--- config.mk ---
export PLATFORM = sky130hd
export DESIGN_NAME = seven_seg_capture_flat
export DESIGN_NICKNAME = d
export VERILOG_FILES = /design/src/rtl/seven_seg_capture_if.sv /design/src/rtl/seven_seg_capture.sv /design/src/flat_wrapper.sv
export SDC_FILE = /design/constraint.sdc
export NUM_CORES = 1
export LEC_CHECK = 0
export ABC_AREA = 1
export BUFFER_PORTS_ARGS = -buffer_cell sky130_fd_sc_hd__buf_4
export CAP_MARGIN = 20
export CORE_ASPECT_RATIO = 0.9
export CORE_MARGIN = 10
export CORE_UTILIZATION = 35
export CTS_CLUSTER_DIAMETER = 80
export DETAILED_ROUTE_END_ITERATION = 16
export HOLD_SLACK_MARGIN = 0.03
export PLACE_DENSITY = 0.58
export SYNTH_ARGS = -nofsm -noshare
export SYNTH_HDL_FRONTEND = slang
export SYNTH_SLANG_ARGS = --single-unit
--- constraint.sdc ---
create_clock -name Clk -period 13.6 [get_ports Clk]
set_clock_uncertainty 0.2 [all_clocks]
set_input_delay 2.04 -clock Clk [delete_from_list [all_inputs] [get_ports Clk]]
set_output_delay 2.04 -clock Clk [all_outputs]
set_load 0.02 [all_outputs]
--- src/rtl/seven_seg_capture_if.sv ---
// Signal bundle between a multiplexed seven-segment display bus and its capture block.
// The display side drives seg/en; the capture side returns the decoded numbers and pulses.
interface seven_seg_capture_if #(
  parameter int NUM_WIDTH = 13
);
  logic [6:0]           seg_in;
  logic [7:0]           en_in;
  logic [NUM_WIDTH-1:0] NumberA;
  logic [NUM_WIDTH-1:0] NumberB;
  logic                 ValidA;
  logic                 ValidB;
  logic                 UpdA;
  logic                 UpdB;
  logic                 BusErr;

  modport master (
    output seg_in, en_in,
    input  NumberA, NumberB, ValidA, ValidB, UpdA, UpdB, BusErr
  );

  modport slave (
    input  seg_in, en_in,
    output NumberA, NumberB, ValidA, ValidB, UpdA, UpdB, BusErr
  );
endinterface

--- src/rtl/seven_seg_capture.sv ---
// Snoops a scanned, active-low seven-segment display bus and rebuilds the two
// four-digit decimal numbers (A on enables 3..0, B on enables 7..4).
module seven_seg_capture #(
  parameter int NUM_WIDTH     = 13,
  parameter int STABLE_CYCLES = 16
) (
  input logic Clk,
  input logic Rst,
  seven_seg_capture_if.slave bus
);

  localparam logic [7:0] LastCount   = 8'(STABLE_CYCLES - 1);
  localparam logic [7:0] AcceptCount = 8'(STABLE_CYCLES - 2);

  logic [6:0]           segReg;
  logic [7:0]           enReg;
  logic [14:0]          prevSample;
  logic [7:0]           stableCnt;
  logic [3:0]           slot [8];
  logic [7:0]           seen;
  logic [NUM_WIDTH-1:0] numA, numB;
  logic                 validA, validB, updA, updB, busErr;

  logic [14:0] sample;
  logic        oneHot, multiEn, prevMulti, stable, accept;
  logic [2:0]  idx;
  logic [3:0]  digit;
  logic        completeA, completeB;
  logic [7:0]  acceptMask, clearMask;

  function automatic logic [3:0] decodeSeg(input logic [6:0] s);
    case (s)
      7'h01:   return 4'd0;
      7'h4F:   return 4'd1;
      7'h12:   return 4'd2;
      7'h06:   return 4'd3;
      7'h4C:   return 4'd4;
      7'h24:   return 4'd5;
      7'h20:   return 4'd6;
      7'h0F:   return 4'd7;
      7'h00:   return 4'd8;
      7'h04:   return 4'd9;
      default: return 4'hF;
    endcase
  endfunction

  // Returns {valid, number}; an undecodable digit or a value too wide for NUM_WIDTH gives all ones.
  function automatic logic [NUM_WIDTH:0] buildNumber(input logic [3:0] d3, input logic [3:0] d2,
                                                     input logic [3:0] d1, input logic [3:0] d0);
    logic [13:0] sum;
    logic        ok;
    sum = 14'(d3) * 14'd1000 + 14'(d2) * 14'd100 + 14'(d1) * 14'd10 + 14'(d0);
    ok  = (d3 <= 4'd9) && (d2 <= 4'd9) && (d1 <= 4'd9) && (d0 <= 4'd9);
    if ((32'(sum) >> NUM_WIDTH) != 32'd0) ok = 1'b0;
    if (ok) return {1'b1, NUM_WIDTH'(sum)};
    return {1'b0, {NUM_WIDTH{1'b1}}};
  endfunction

  always_comb begin
    sample    = {enReg, segReg};
    oneHot    = ($countones(~enReg) == 1);
    multiEn   = ($countones(~enReg) > 1);
    prevMulti = ($countones(~prevSample[14:7]) > 1);
    stable    = oneHot && (sample == prevSample);
    // Counter saturates at LastCount, so a held digit is taken only once.
    accept    = stable && (stableCnt == AcceptCount);
    idx       = '0;
    for (int i = 0; i < 8; i++) begin
      if (!enReg[i]) idx = 3'(i);
    end
    digit      = decodeSeg(segReg);
    completeA  = &seen[3:0];
    completeB  = &seen[7:4];
    acceptMask = accept ? (8'd1 << idx) : 8'd0;
    clearMask  = {{4{completeB}}, {4{completeA}}};
  end

  always_ff @(posedge Clk) begin
    if (Rst) begin
      segReg     <= '1;
      enReg      <= '1;
      prevSample <= '1;
      stableCnt  <= '0;
      seen       <= '0;
      for (int i = 0; i < 8; i++) slot[i] <= 4'hF;
      numA       <= '0;
      numB       <= '0;
      validA     <= 1'b0;
      validB     <= 1'b0;
      updA       <= 1'b0;
      updB       <= 1'b0;
      busErr     <= 1'b0;
    end else begin
      segReg     <= bus.seg_in;
      enReg      <= bus.en_in;
      prevSample <= sample;
      if (!stable) stableCnt <= '0;
      else if (stableCnt != LastCount) stableCnt <= stableCnt + 8'd1;
      if (accept) slot[idx] <= digit;
      seen   <= (seen & ~clearMask) | acceptMask;
      updA   <= completeA;
      updB   <= completeB;
      busErr <= multiEn && !prevMulti;
      if (completeA) {validA, numA} <= buildNumber(slot[3], slot[2], slot[1], slot[0]);
      if (completeB) {validB, numB} <= buildNumber(slot[7], slot[6], slot[5], slot[4]);
    end
  end

  assign bus.NumberA = numA;
  assign bus.NumberB = numB;
  assign bus.ValidA  = validA;
  assign bus.ValidB  = validB;
  assign bus.UpdA    = updA;
  assign bus.UpdB    = updB;
  assign bus.BusErr  = busErr;

endmodule

--- src/flat_wrapper.sv ---
// flat-port wrapper written by rule: the top's interface ports become plain ports
module seven_seg_capture_flat 
#(
  parameter int NUM_WIDTH     = 13,
  parameter int STABLE_CYCLES = 16
)
  (Clk, Rst, bus_seg_in, bus_en_in, bus_NumberA, bus_NumberB, bus_ValidA, bus_ValidB, bus_UpdA, bus_UpdB, bus_BusErr);
  seven_seg_capture_if #(.NUM_WIDTH(NUM_WIDTH)) bus_i ();
  input logic Clk;
  input logic Rst;
  input wire logic [$bits(bus_i.seg_in)-1:0] bus_seg_in;
  input wire logic [$bits(bus_i.en_in)-1:0] bus_en_in;
  output wire logic [$bits(bus_i.NumberA)-1:0] bus_NumberA;
  output wire logic [$bits(bus_i.NumberB)-1:0] bus_NumberB;
  output wire logic [$bits(bus_i.ValidA)-1:0] bus_ValidA;
  output wire logic [$bits(bus_i.ValidB)-1:0] bus_ValidB;
  output wire logic [$bits(bus_i.UpdA)-1:0] bus_UpdA;
  output wire logic [$bits(bus_i.UpdB)-1:0] bus_UpdB;
  output wire logic [$bits(bus_i.BusErr)-1:0] bus_BusErr;
  assign bus_i.seg_in = bus_seg_in;
  assign bus_i.en_in = bus_en_in;
  assign bus_NumberA = bus_i.NumberA;
  assign bus_NumberB = bus_i.NumberB;
  assign bus_ValidA = bus_i.ValidA;
  assign bus_ValidB = bus_i.ValidB;
  assign bus_UpdA = bus_i.UpdA;
  assign bus_UpdB = bus_i.UpdB;
  assign bus_BusErr = bus_i.BusErr;
  seven_seg_capture #(.NUM_WIDTH(NUM_WIDTH), .STABLE_CYCLES(STABLE_CYCLES)) u_core (.Clk(Clk), .Rst(Rst), .bus(bus_i));
endmodule
==> results of run 1 <==
## registers in the layout, summed over array words and instances, names as in the netlist
register and flops:
u_core.prevSample 15, u_core.bus.NumberA 13, u_core.stableCnt 8, u_core.seen 8
u_core.bus.ValidB 1, u_core.bus.BusErr 1, u_core.bus.UpdA 1, u_core.bus.ValidA 1
u_core.enReg 8, u_core.bus.NumberB 13, u_core.slot 32, u_core.bus.UpdB 1
u_core.segReg 7
## final timing paths
| check | start | endpoint | slack, ns | depth (start not counted) |
|---|---|---|---|---|
| worst max-delay path | u_core.slot[7][2]$_SDFFCE_PN1P_ | u_core.bus.ValidB$_SDFFE_PP0P_ | 8.67 | 18 |
| worst min-delay path | u_core.seen[5]$_SDFF_PP0_ | u_core.seen[5]$_SDFF_PP0_ | 0.27 | 2 |
| worst max register to register | u_core.slot[7][2]$_SDFFCE_PN1P_ | u_core.bus.ValidB$_SDFFE_PP0P_ | 8.67 | 18 |
| worst min register to register | u_core.seen[5]$_SDFF_PP0_ | u_core.seen[5]$_SDFF_PP0_ | 0.27 | 2 |
## metal layers
layer  vias to the layer above  GRT usage, %  wire [um]
met1                      2986          15.8       9470
met4                         0          3.29        260
met2                        87          18.1       7430
met3                        19          2.25        535
met5                         -             0          0
li1                       3608             -          -
## final cells by class
| type | count | share of cell area, % |
|---|---|---|
| Clock buffer | 10 | 2.35 |
| Clock inverter | 6 | 0.821 |
| Inverter | 231 | 8.89 |
| Multi-Input combinational cell | 763 | 54.2 |
| Sequential cell | 109 | 25.6 |
| Tap cell | 336 | 4.31 |
| Timing Repair Buffer | 49 | 3.77 |
## power breakdown
part	internal [mW]	total (mW)	switching [mW]
clock network	0.147	0.277	0.130
registers	0.344	0.354	0.0106
logic	0.233	0.606	0.372
total	0.723	1.24	0.513
## through the flow
step | area (um2) | std cells | power (mW) | setup WS [ns] | util (%)
after CTS | 9760 | 1504 | 1.25 | 8.67 | 39.9
final | 9760 | 1504 | 1.24 | 8.67 | 39.9
after global routing | 9760 | 1504 | 1.37 | 8.20 | 39.9
after global placement | 9450 | 1488 | 0.966 | 8.78 | 38.6
after detailed placement | 9450 | 1488 | 0.967 | 8.71 | 38.6
after floorplan | 8760 | 1122 | 0.848 | 9.12 | -
## critical path, cell delays in order, from the launching register on
cell and delay [ns]:
edfxtp_1 0.54, fa_1 0.63, inv_1 0.10, fa_1 0.50
inv_1 0.04, ha_1 0.34, a21oi_1 0.14, nand2_1 0.11
xor2_1 0.16, ha_1 0.28, ha_1 0.29, ha_1 0.36
nand2_1 0.10, nor2_1 0.13, nand3_1 0.08, nand3_1 0.11
nand3_1 0.35, nand3_1 0.25, a21oi_1 0.08
## cell families after synthesis
group	count (synthesis)	synth area share, %
AND/OR/NAND/NOR	504	26.0
AO/OA/AOI/OAI	58	3.47
adder cells (fa/ha/maj)	170	27.9
flip-flops	109	28.6
XOR/XNOR	31	3.10
buffers and inverters	250	11.0
## layout by cell type (no fill, tap or decap), types with 3 or more instances in the layout
cell type,count
nor3_1,8
nand4_1,35
nand2_1,247
o21ai_0,9
a21oi_1,40
nor2_4,3
clkbuf_16,9
dfxtp_1,77
inv_2,10
nor2_2,8
edfxtp_1,32
nand2_2,3
inv_1,221
buf_4,49
ha_1,128
xor2_1,18
fa_1,42
nor2_1,72
a31oi_1,4
nand3_1,97
or2_2,19
xnor2_1,13
==> reports/metrics.yaml, run 1 <==
outcome:
  status: "finished clean"
synth:
  ys_seq_area_share_pct: 28.6
  yosysTopAreaCellShare_pct: 18.3
  synth_common_cells: "247 x nand2_1, 221 x inv_1, 128 x ha_1, 97 x nand3_1, 77 x dfxtp_1"
  avgSynthCellArea_um2: 7.81
  synth_fp_nets: 1309
  synth_edf_count: 32
  ys_types: 35
  async_flop_share_pct: 0
  yosys.area.top_type: "ha_1"
  yosysWarnings: 0
  synth_ff_type: "dfxtp_1"
  syn_inst: 1122
  synth_most_common_cell: "nand2_1"
  synth_seq_cells: 109
  yosys-top-cells-area: "ha_1 18%, dfxtp_1 18%, edfxtp_1 11%, nand2_1 11%, fa_1 9.6%"
  syn_area_um2: 8760
clock_network:
  clkTransAtPathRegs_ns: 0.08
  hold_buffers: 0
  cts_tree: "built"
  cts.sinks: 109
  cts_setup_buffers: 0
  cts_buffers: 9
  htreeDepth: 3
  cts-resized-gates: 0
  cts.path.max_buffers: 2
  clk_latency_ns: 0.37
  clock-root-buffer: "clkbuf_16"
global_routing:
  grt-ovfl-total: 0
  grt_pass1_vias: 6620
  antenna_found_initial: 0
  grt.total_usage_pct: 11.5
  grt_pass1_wl_um: 30900
  grt_max_degree: 48
routing:
  final_antenna_net_count: 0
  num_vias: 6700
  via_per_inst: 4.45
  wl_per_cell_um: 11.8
  drc: 0
  wl_um: 17700
  drt_iter0_markers: 288
  dr.pass1.iters: 4
layout:
  nets: 1350
  drive_gt1_share_pct: 9.59
  diodes: 0
  regArea_um2: 2500
  fill_cells: 2576
  area_growth_pct: 11.4
  multiInputGateArea_um2: 5290
setup_path:
  cp-start-kind: "flop"
  path_class: "flop to flop"
  cp-end-kind: "flop"
  worst_ep_required_time_ns: 13.62
  worstPathArrival_ns: 4.95
  crit_fanout: 13
timing:
  fmax_mhz: 203
  timing.hold.ws_ns: 0.272
  tns_ns: 0
  period_share_pct: 36.3
  final-setup-viol-count: 0
  finalHoldViolCount: 0
  timing.slew.headroom_pct: 32.4
  tightest_slew_ns: 1.01
  finalMaxSlewViolations: 0
  fin_crit_ns: 4.93
  grt_setup_unrepaired: "false"
floorplan:
  initial_core_util_pct: 35.8
  coreArea_um2: 24500
  io_pins: 48
  chipWidth_um: 187
  rows: 54
  dieArea_um2: 31800
  dieHeight_um: 170
placed_design:
  portBuffers: 47
  gp_congestion: 0.860
  hpwl_um: 14300
power_and_ir_drop:
  power_leakage_nw: 5.11
  p_per_area_nw_per_um2: 127
  vdd_drop_max_uv: 69.1
min_path:
  hold_class: "flop to flop"
job:
  drv_cap: 0
Power figures use the tool's default switching activity.
==> inputs of run 2 (changes only) <==
--- a/config.mk
+++ b/config.mk
@@ -5,7 +5,7 @@
 export SDC_FILE = /design/constraint.sdc
 export NUM_CORES = 1
 export LEC_CHECK = 0
-export ABC_AREA = 1
+export ABC_AREA = 0
 export BUFFER_PORTS_ARGS = -buffer_cell sky130_fd_sc_hd__buf_4
 export CAP_MARGIN = 20
 export CORE_ASPECT_RATIO = 0.9
==> constraint.sdc (replaced) <==
create_clock -name Clk -period 4.95 [get_ports Clk]
set_clock_uncertainty 0.2 [all_clocks]
set_input_delay 0.7425 -clock Clk [delete_from_list [all_inputs] [get_ports Clk]]
set_output_delay 0.7425 -clock Clk [all_outputs]
set_load 0.02 [all_outputs]
==> reports/metrics.yaml, run 2 <==
placed_design:
  portBuffers: 47  # unchanged
  gp_congestion: 0.794  # was 0.860
  hpwl_um: 12500  # was 14300 um
  post-place-cells: 1171  # was 1488
synth:
  synth_fa_ha_area_share_pct: 29.8  # was 27.9%
  synth_ff_type: "dfxtp_1"  # unchanged
  synthMuxAreaShare_pct: 0.413  # was 0%
  synth_top_family_by_area: "adder cells"  # unchanged
  yosys.area_share.simple_pct: 14.8  # was 26.0%
  synth-xor-area-share_pct: 5.78  # was 3.10%
  yosysTopAreaCellShare_pct: 19.6  # was 18.3%
  syn_inst: 832  # was 1122
  syn_area_um2: 8190  # was 8760 um2
  yosys.area.top_type: "ha_1"  # unchanged
  synth-compound-area-share_pct: 12.1  # was 3.47%
  synth_seq_cells: 109  # unchanged
  async_flop_share_pct: 0  # unchanged
  synth_edf_count: 32  # unchanged
  synth_fp_nets: 1019  # was 1309
  synth_common_cells: "128 x ha_1, 115 x inv_1, 77 x dfxtp_1, 56 x nor2_1, 49 x nand2_1"  # was 247 x nand2_1, 221 x inv_1, 128 x ha_1, 97 x nand3_1, 77 x dfxtp_1
  yosys-top-cells-area: "ha_1 20%, dfxtp_1 19%, edfxtp_1 12%, fa_1 10%, inv_1 5.3%"  # was ha_1 18%, dfxtp_1 18%, edfxtp_1 11%, nand2_1 11%, fa_1 9.6%
  synth_most_common_cell: "ha_1"  # was nand2_1
  avgSynthCellArea_um2: 9.84  # was 7.81 um2
  ys_seq_area_share_pct: 30.6  # was 28.6%
  yosysWarnings: 0  # unchanged
  ys_types: 62  # was 35
clock_network:
  cts_buffers: 9  # unchanged
  hold_buffers: 0  # unchanged
  clk_latency_ns: 0.36  # was 0.37 ns
  cts.path.max_buffers: 2  # unchanged
  clkTransAtPathRegs_ns: 0.08  # about the same
  htreeDepth: 3  # unchanged
  clock-root-buffer: "clkbuf_16"  # unchanged
  cts.sinks: 109  # unchanged
  cts_tree: "built"  # unchanged
setup_path:
  cp.depth: 18  # unchanged
  path_delay_family: "adder cells"  # unchanged
  cp-end-kind: "flop"  # unchanged
  cp-start-kind: "flop"  # unchanged
  max_stage_delay_ns: 0.61  # was 0.63 ns
  path_class: "flop to flop"  # unchanged
  path_buf_inv: 3  # was 2
  cpMostUsedCell: "ha_1"
  crit_path_cell_trace: "fa_1 > inv_1 > fa_1 > inv_1 > ha_1 > a21o_1 > a21oi_2 > xnor2_1 > ha_1 > ha_1 > ha_4 > nand2_1 > nor3_2 > o21ai_1 > a21bo_1 > mux2i_2 > buf_4 > a311oi_1"  # was fa_1 > inv_1 > fa_1 > inv_1 > ha_1 > a21oi_1 > nand2_1 > xor2_1 > ha_1 > ha_1 > ha_1 > nand2_1 > nor2_1 > nand3_1 > nand3_1 > nand3_1 > nand3_1 > a21oi_1
  crit_slowest_cell: "fa_1"  # unchanged
  r2r_cells: 18  # unchanged
  crit_fanout: 7  # was 13
  worstPathArrival_ns: 4.75  # was 4.95 ns
  worst_ep_required_time_ns: 4.96  # was 13.62 ns
floorplan:
  dieHeight_um: 165  # was 170 um
  rows: 53  # was 54
  initial_core_util_pct: 35.3  # was 35.8%
  io_pins: 48  # unchanged
  dieArea_um2: 29900  # was 31800 um2
  coreArea_um2: 23200  # was 24500 um2
  chipWidth_um: 181  # was 187 um
global_routing:
  antenna_found_initial: 0  # unchanged
  grt_max_degree: 73  # was 48
  grt.total_usage_pct: 10.6  # was 11.5%
  grt_pass1_vias: 5560  # was 6620
  grt_pass1_wl_um: 26800  # was 30900 um
  grt-ovfl-total: 0  # unchanged
power_and_ir_drop:
  p_total_mw: 3.25  # was 1.24 mW
  p_per_area_nw_per_um2: 348  # was 127 nW/um2
  vdd_drop_max_uv: 152  # was 69.1 uV
  power_leakage_nw: 4.28  # was 5.11 nW
layout:
  area_growth_pct: 13.9  # was 11.4%
  final_cells: 1191  # was 1504
  top_regs: "u_core.slot x32, u_core.prevSample x15"  # unchanged
  top_register: "u_core.slot"  # unchanged
  nets: 1071  # was 1350
  diodes: 0  # unchanged
  drive_gt1_share_pct: 16.1  # was 9.59%
  fill_cells: 2333  # was 2576
  largest_register_ffs: 32  # unchanged
  layout_common_cells: "123 x ha_1, 115 x inv_1, 77 x dfxtp_1"  # was 247 x nand2_1, 221 x inv_1, 128 x ha_1
  final_common_cell: "ha_1"  # was nand2_1
timing:
  tightest_slew_ns: 0.864  # was 1.01 ns
  final-setup-viol-count: 0  # unchanged
  fin_crit_ns: 4.74  # was 4.93 ns
  timing.slew.headroom_pct: 42.4  # was 32.4%
  finalMaxSlewViolations: 0  # unchanged
  period_share_pct: 95.8  # was 36.3%
  finalHoldViolCount: 0  # unchanged
  fmax_mhz: 211  # was 203 MHz
routing:
  drc: 0  # unchanged
  wl_per_cell_um: 13.1  # was 11.8 um
  num_vias: 5578  # was 6700
  dr.pass1.iters: 4  # unchanged
  drt_iter0_markers: 217  # was 288
  wl_um: 15600  # was 17700 um
  via_per_inst: 4.68  # was 4.45
  final_antenna_net_count: 0  # unchanged
min_path:
  hold_class: "flop to flop"  # unchanged
  whs_path_depth: 1  # was 2
outcome:
  status: "finished clean"  # unchanged
job:
  drv_cap: 0  # unchanged
[run 2: changes by cell type after synthesis, moves of 16 or more]
cell      before  now
nand4_1       35    8
inv_1        221  115
nand2_1      247   49
a211oi_1       0   31
a21o_1         2   22
nor2_1        72   56
nand3_1       97    9
[run 2: area by class of cell]
class	instances	area, um2	share of cell area, %
clock buffer	9	225	2.41
clock inverter	7	76.3	0.818
timing repair buffer	63	477	5.11
sequential	109	2500	26.8
multi-input combinational	585	5230	56.1
inverter	116	435	4.67
tap	302	378	4.05
[run 2: report_power, final]
group | internal (mW) | leakage (nW) | switching, mW
logic | 0.707 | 3.19 | 0.843
registers | 0.944 | 0.950 | 0.0318
clock network | 0.360 | 0.149 | 0.362
total | 2.01 | 4.28 | 1.24
[run 2: kinds of logic after synthesis]
| family | count (synthesis) |
|---|---|
| compound gates | 136 |
| xor+xnor | 54 |
| fa+ha+maj | 170 |
| buf+inv | 138 |
| flops | 109 |
| mux | 3 |
| simple gates | 222 |
[run 2: worst paths after layout]
path                                    endpoint                       startpoint  slack, ns
max          u_core.bus.NumberB[12]$_SDFFE_PP0P_  u_core.slot[7][3]$_SDFFCE_PN1P_       0.21
min                    u_core.seen[3]$_SDFF_PP0_        u_core.seen[3]$_SDFF_PP0_       0.28
max reg2reg  u_core.bus.NumberB[12]$_SDFFE_PP0P_  u_core.slot[7][3]$_SDFFCE_PN1P_       0.21
min reg2reg            u_core.seen[3]$_SDFF_PP0_        u_core.seen[3]$_SDFF_PP0_       0.28
[run 2: through the flow]
step / setup WS (ns) / instance area, um2 / hold slack [ns] / setup TNS, ns / utilization [%]
4_1_cts: 0.0257 / 9210 / 0.283 / 0 / 39.7
3_3_place_gp: 0.177 / 8910 / 0.252 / 0 / 38.4
2_1_floorplan: 0.141 / 8190 / 0.241 / 0 / -
6_report: 0.207 / 9330 / 0.283 / 0 / 40.2
5_1_grt: -0.00718 / 9330 / 0.318 / -0.0124 / 40.2
3_5_place_dp: 0.0539 / 8910 / 0.265 / 0 / 38.4
[run 2: what timing repair did]
| item | in CTS | in global routing |
|---|---|---|
| endpoints found under the setup margin | 0 | 28 |
| buffers inserted | 0 | 2 |
| gates resized for setup | 0 | 22 |
[run 2: layer usage]
metal  vias up  GRT usage (%)  part of all wire (%)
met5         -              0                     0
met4         0           1.99                  0.70
met3        10           2.48                   4.5
met2        80           15.6                    42
met1      2593           15.4                    53
li1       2895              -                     -
==> inputs of run 3 (changes only) <==
--- a/config.mk
+++ b/config.mk
@@ -8,13 +8,15 @@
 export ABC_AREA = 0
 export BUFFER_PORTS_ARGS = -buffer_cell sky130_fd_sc_hd__buf_4
 export CAP_MARGIN = 20
+export CELL_PAD_IN_SITES_DETAIL_PLACEMENT = 0
+export CELL_PAD_IN_SITES_GLOBAL_PLACEMENT = 2
 export CORE_ASPECT_RATIO = 0.9
 export CORE_MARGIN = 10
 export CORE_UTILIZATION = 35
 export CTS_CLUSTER_DIAMETER = 80
 export DETAILED_ROUTE_END_ITERATION = 16
 export HOLD_SLACK_MARGIN = 0.03
-export PLACE_DENSITY = 0.58
+export PLACE_DENSITY = 0.79
 export SYNTH_ARGS = -nofsm -noshare
 export SYNTH_HDL_FRONTEND = slang
 export SYNTH_SLANG_ARGS = --single-unit
==> reports/metrics.yaml, run 3 (synthesis gave the netlist of run 2 again) <==
clock_network:
  htreeDepth: 3  # unchanged
  cts.path.max_buffers: 2  # unchanged
  clkTransAtPathRegs_ns: 0.07  # was 0.08 ns
  clock-root-buffer: "clkbuf_16"  # unchanged
  cts_buffers: 9  # unchanged
  cts_tree: "built"  # unchanged
  clk_latency_ns: 0.36  # about the same
  cts.sinks: 109  # unchanged
placed_design:
  portBuffers: 47  # unchanged
  placed_area_um2: 8910  # unchanged
  hpwl_um: 12700  # was 12500 um
  post-place-cells: 1171  # unchanged
  gp_congestion: 0.788  # was 0.794
layout:
  fill_cells: 2343  # was 2333
  final_common_cell: "ha_1"  # unchanged
  design_area_um2: 9360  # was 9330 um2
  fin_util_pct: 40.3  # was 40.2%
  final_cells: 1191  # unchanged
  drive_gt1_share_pct: 16.6  # was 16.1%
  layout_common_cells: "120 x ha_1, 115 x inv_1, 77 x dfxtp_1"  # was 123 x ha_1, 115 x inv_1, 77 x dfxtp_1
  largest_register_ffs: 32  # unchanged
  area_growth_pct: 14.3  # was 13.9%
  top_regs: "u_core.slot x32, u_core.prevSample x15"  # unchanged
  diodes: 0  # unchanged
  top_register: "u_core.slot"  # unchanged
  nets: 1071  # unchanged
routing:
  num_vias: 5487  # was 5578
  dr.pass1.iters: 4  # unchanged
  wl_per_cell_um: 13.2  # was 13.1 um
  final_antenna_net_count: 0  # unchanged
  drt_iter0_markers: 217  # unchanged
  drc: 0  # unchanged
  wl_um: 15700  # was 15600 um
  via_per_inst: 4.61  # was 4.68
timing:
  finalMaxSlewViolations: 0  # unchanged
  final-setup-viol-count: 0  # unchanged
  period_share_pct: 95.6  # was 95.8%
  fmax_mhz: 211  # about the same
  timing.hold.ws_ns: 0.274  # was 0.283 ns
  tightest_slew_ns: 0.897  # was 0.864 ns
  fin_crit_ns: 4.73  # was 4.74 ns
  finalHoldViolCount: 0  # unchanged
  timing.slew.headroom_pct: 40.2  # was 42.4%
power_and_ir_drop:
  vdd_drop_max_uv: 160  # was 152 uV
  power_leakage_nw: 4.29  # was 4.28 nW
  p_per_area_nw_per_um2: 352  # was 348 nW/um2
floorplan:
  initial_core_util_pct: 35.3  # unchanged
  dieHeight_um: 165  # unchanged
  rows: 53  # unchanged
  coreArea_um2: 23200  # unchanged
  io_pins: 48  # unchanged
  dieArea_um2: 29900  # unchanged
  chipWidth_um: 181  # unchanged
setup_path:
  crit_path_cell_trace: "fa_1 > inv_1 > fa_1 > inv_1 > ha_1 > a21o_1 > a21oi_2 > xnor2_1 > ha_1 > ha_4 > ha_4 > a21oi_1 > o21bai_1 > a21oi_2 > a21bo_1 > mux2i_2 > buf_4 > a311oi_1"  # was fa_1 > inv_1 > fa_1 > inv_1 > ha_1 > a21o_1 > a21oi_2 > xnor2_1 > ha_1 > ha_1 > ha_4 > nand2_1 > nor3_2 > o21ai_1 > a21bo_1 > mux2i_2 > buf_4 > a311oi_1
  path_class: "flop to flop"  # unchanged
  max_stage_delay_ns: 0.62  # was 0.61 ns
  cp-end-kind: "flop"  # unchanged
  worst_ep_required_time_ns: 4.96  # about the same
  crit_slowest_cell: "fa_1"  # unchanged
  crit_fanout: 7  # unchanged
  cp-start-kind: "flop"  # unchanged
  worstPathArrival_ns: 4.74  # was 4.75 ns
outcome:
  status: "finished clean"  # unchanged
global_routing:
  grt_pass1_wl_um: 27100  # was 26800 um
  grt_pass1_vias: 5560  # unchanged
  grt.total_usage_pct: 10.8  # was 10.6%
  grt-ovfl-total: 0  # unchanged
  antenna_found_initial: 0  # unchanged
  grt_max_degree: 73  # unchanged
min_path:
  hold_class: "flop to flop"  # unchanged
job:
  drv_cap: 0  # unchanged
[run 3: layout make-up]
cell class                 count  area, um2  area share [%]
clock buffer                   9        225            2.41
clock inverter                 7       83.8           0.895
inverter                     116        435            4.65
multi-input combinational    585       5260            56.2
sequential                   109       2500            26.7
tap                          302        378            4.04
timing repair buffer          63        480            5.13
[run 3: routing by layer]
metal	GRT usage [%]	routed length (um)	vias to the layer above
li1	-	-	2897
met2	16.5	6570	71
met5	0	0	-
met4	2.22	124	0
met3	2.55	608	10
met1	15.3	8410	2509
[run 3: critical path: cells and delay by family (launching register included)]
family	cells	cell delay, ns
flip-flops	1	0.42
XOR/XNOR	1	0.14
adder cells (fa/ha/maj)	6	2.28
AO/OA/AOI/OAI	7	0.99
multiplexers	1	0.22
buffers and inverters	3	0.35
[run 3: through the flow]
step	worst slack, ns	power (mW)	setup TNS, ns
global placement	0.141	2.47	0
global route	-0.0156	3.61	-0.0730
CTS	0.0366	3.22	0
finish	0.219	3.30	0
detailed placement	0.0628	2.45	0
floorplan	0.141	2.15	0
[run 3: final timing paths]
kind                                                       endpoint  slack (ns)                             from  cells past startpoint
worst min-delay path                      u_core.seen[1]$_SDFF_PP0_        0.27        u_core.seen[1]$_SDFF_PP0_                      1
worst max register to register  u_core.bus.NumberB[12]$_SDFFE_PP0P_        0.22  u_core.slot[7][3]$_SDFFCE_PN1P_                     18
worst max-delay path            u_core.bus.NumberB[12]$_SDFFE_PP0P_        0.22  u_core.slot[7][3]$_SDFFCE_PN1P_                     18
worst min register to register            u_core.seen[1]$_SDFF_PP0_        0.27        u_core.seen[1]$_SDFF_PP0_                      1
[run 3: repair_timing]
item	in CTS	in global routing
resized for setup	0	27
setup buffers	0	2
hold buffers	0	0
setup endpoints to repair	0	28
[run 3: power breakdown]
group,total (mW),switching [mW],internal [mW]
clock,0.747,0.345,0.401
combinational,1.57,0.849,0.724
sequential,0.975,0.0314,0.944
total,3.30,1.23,2.07
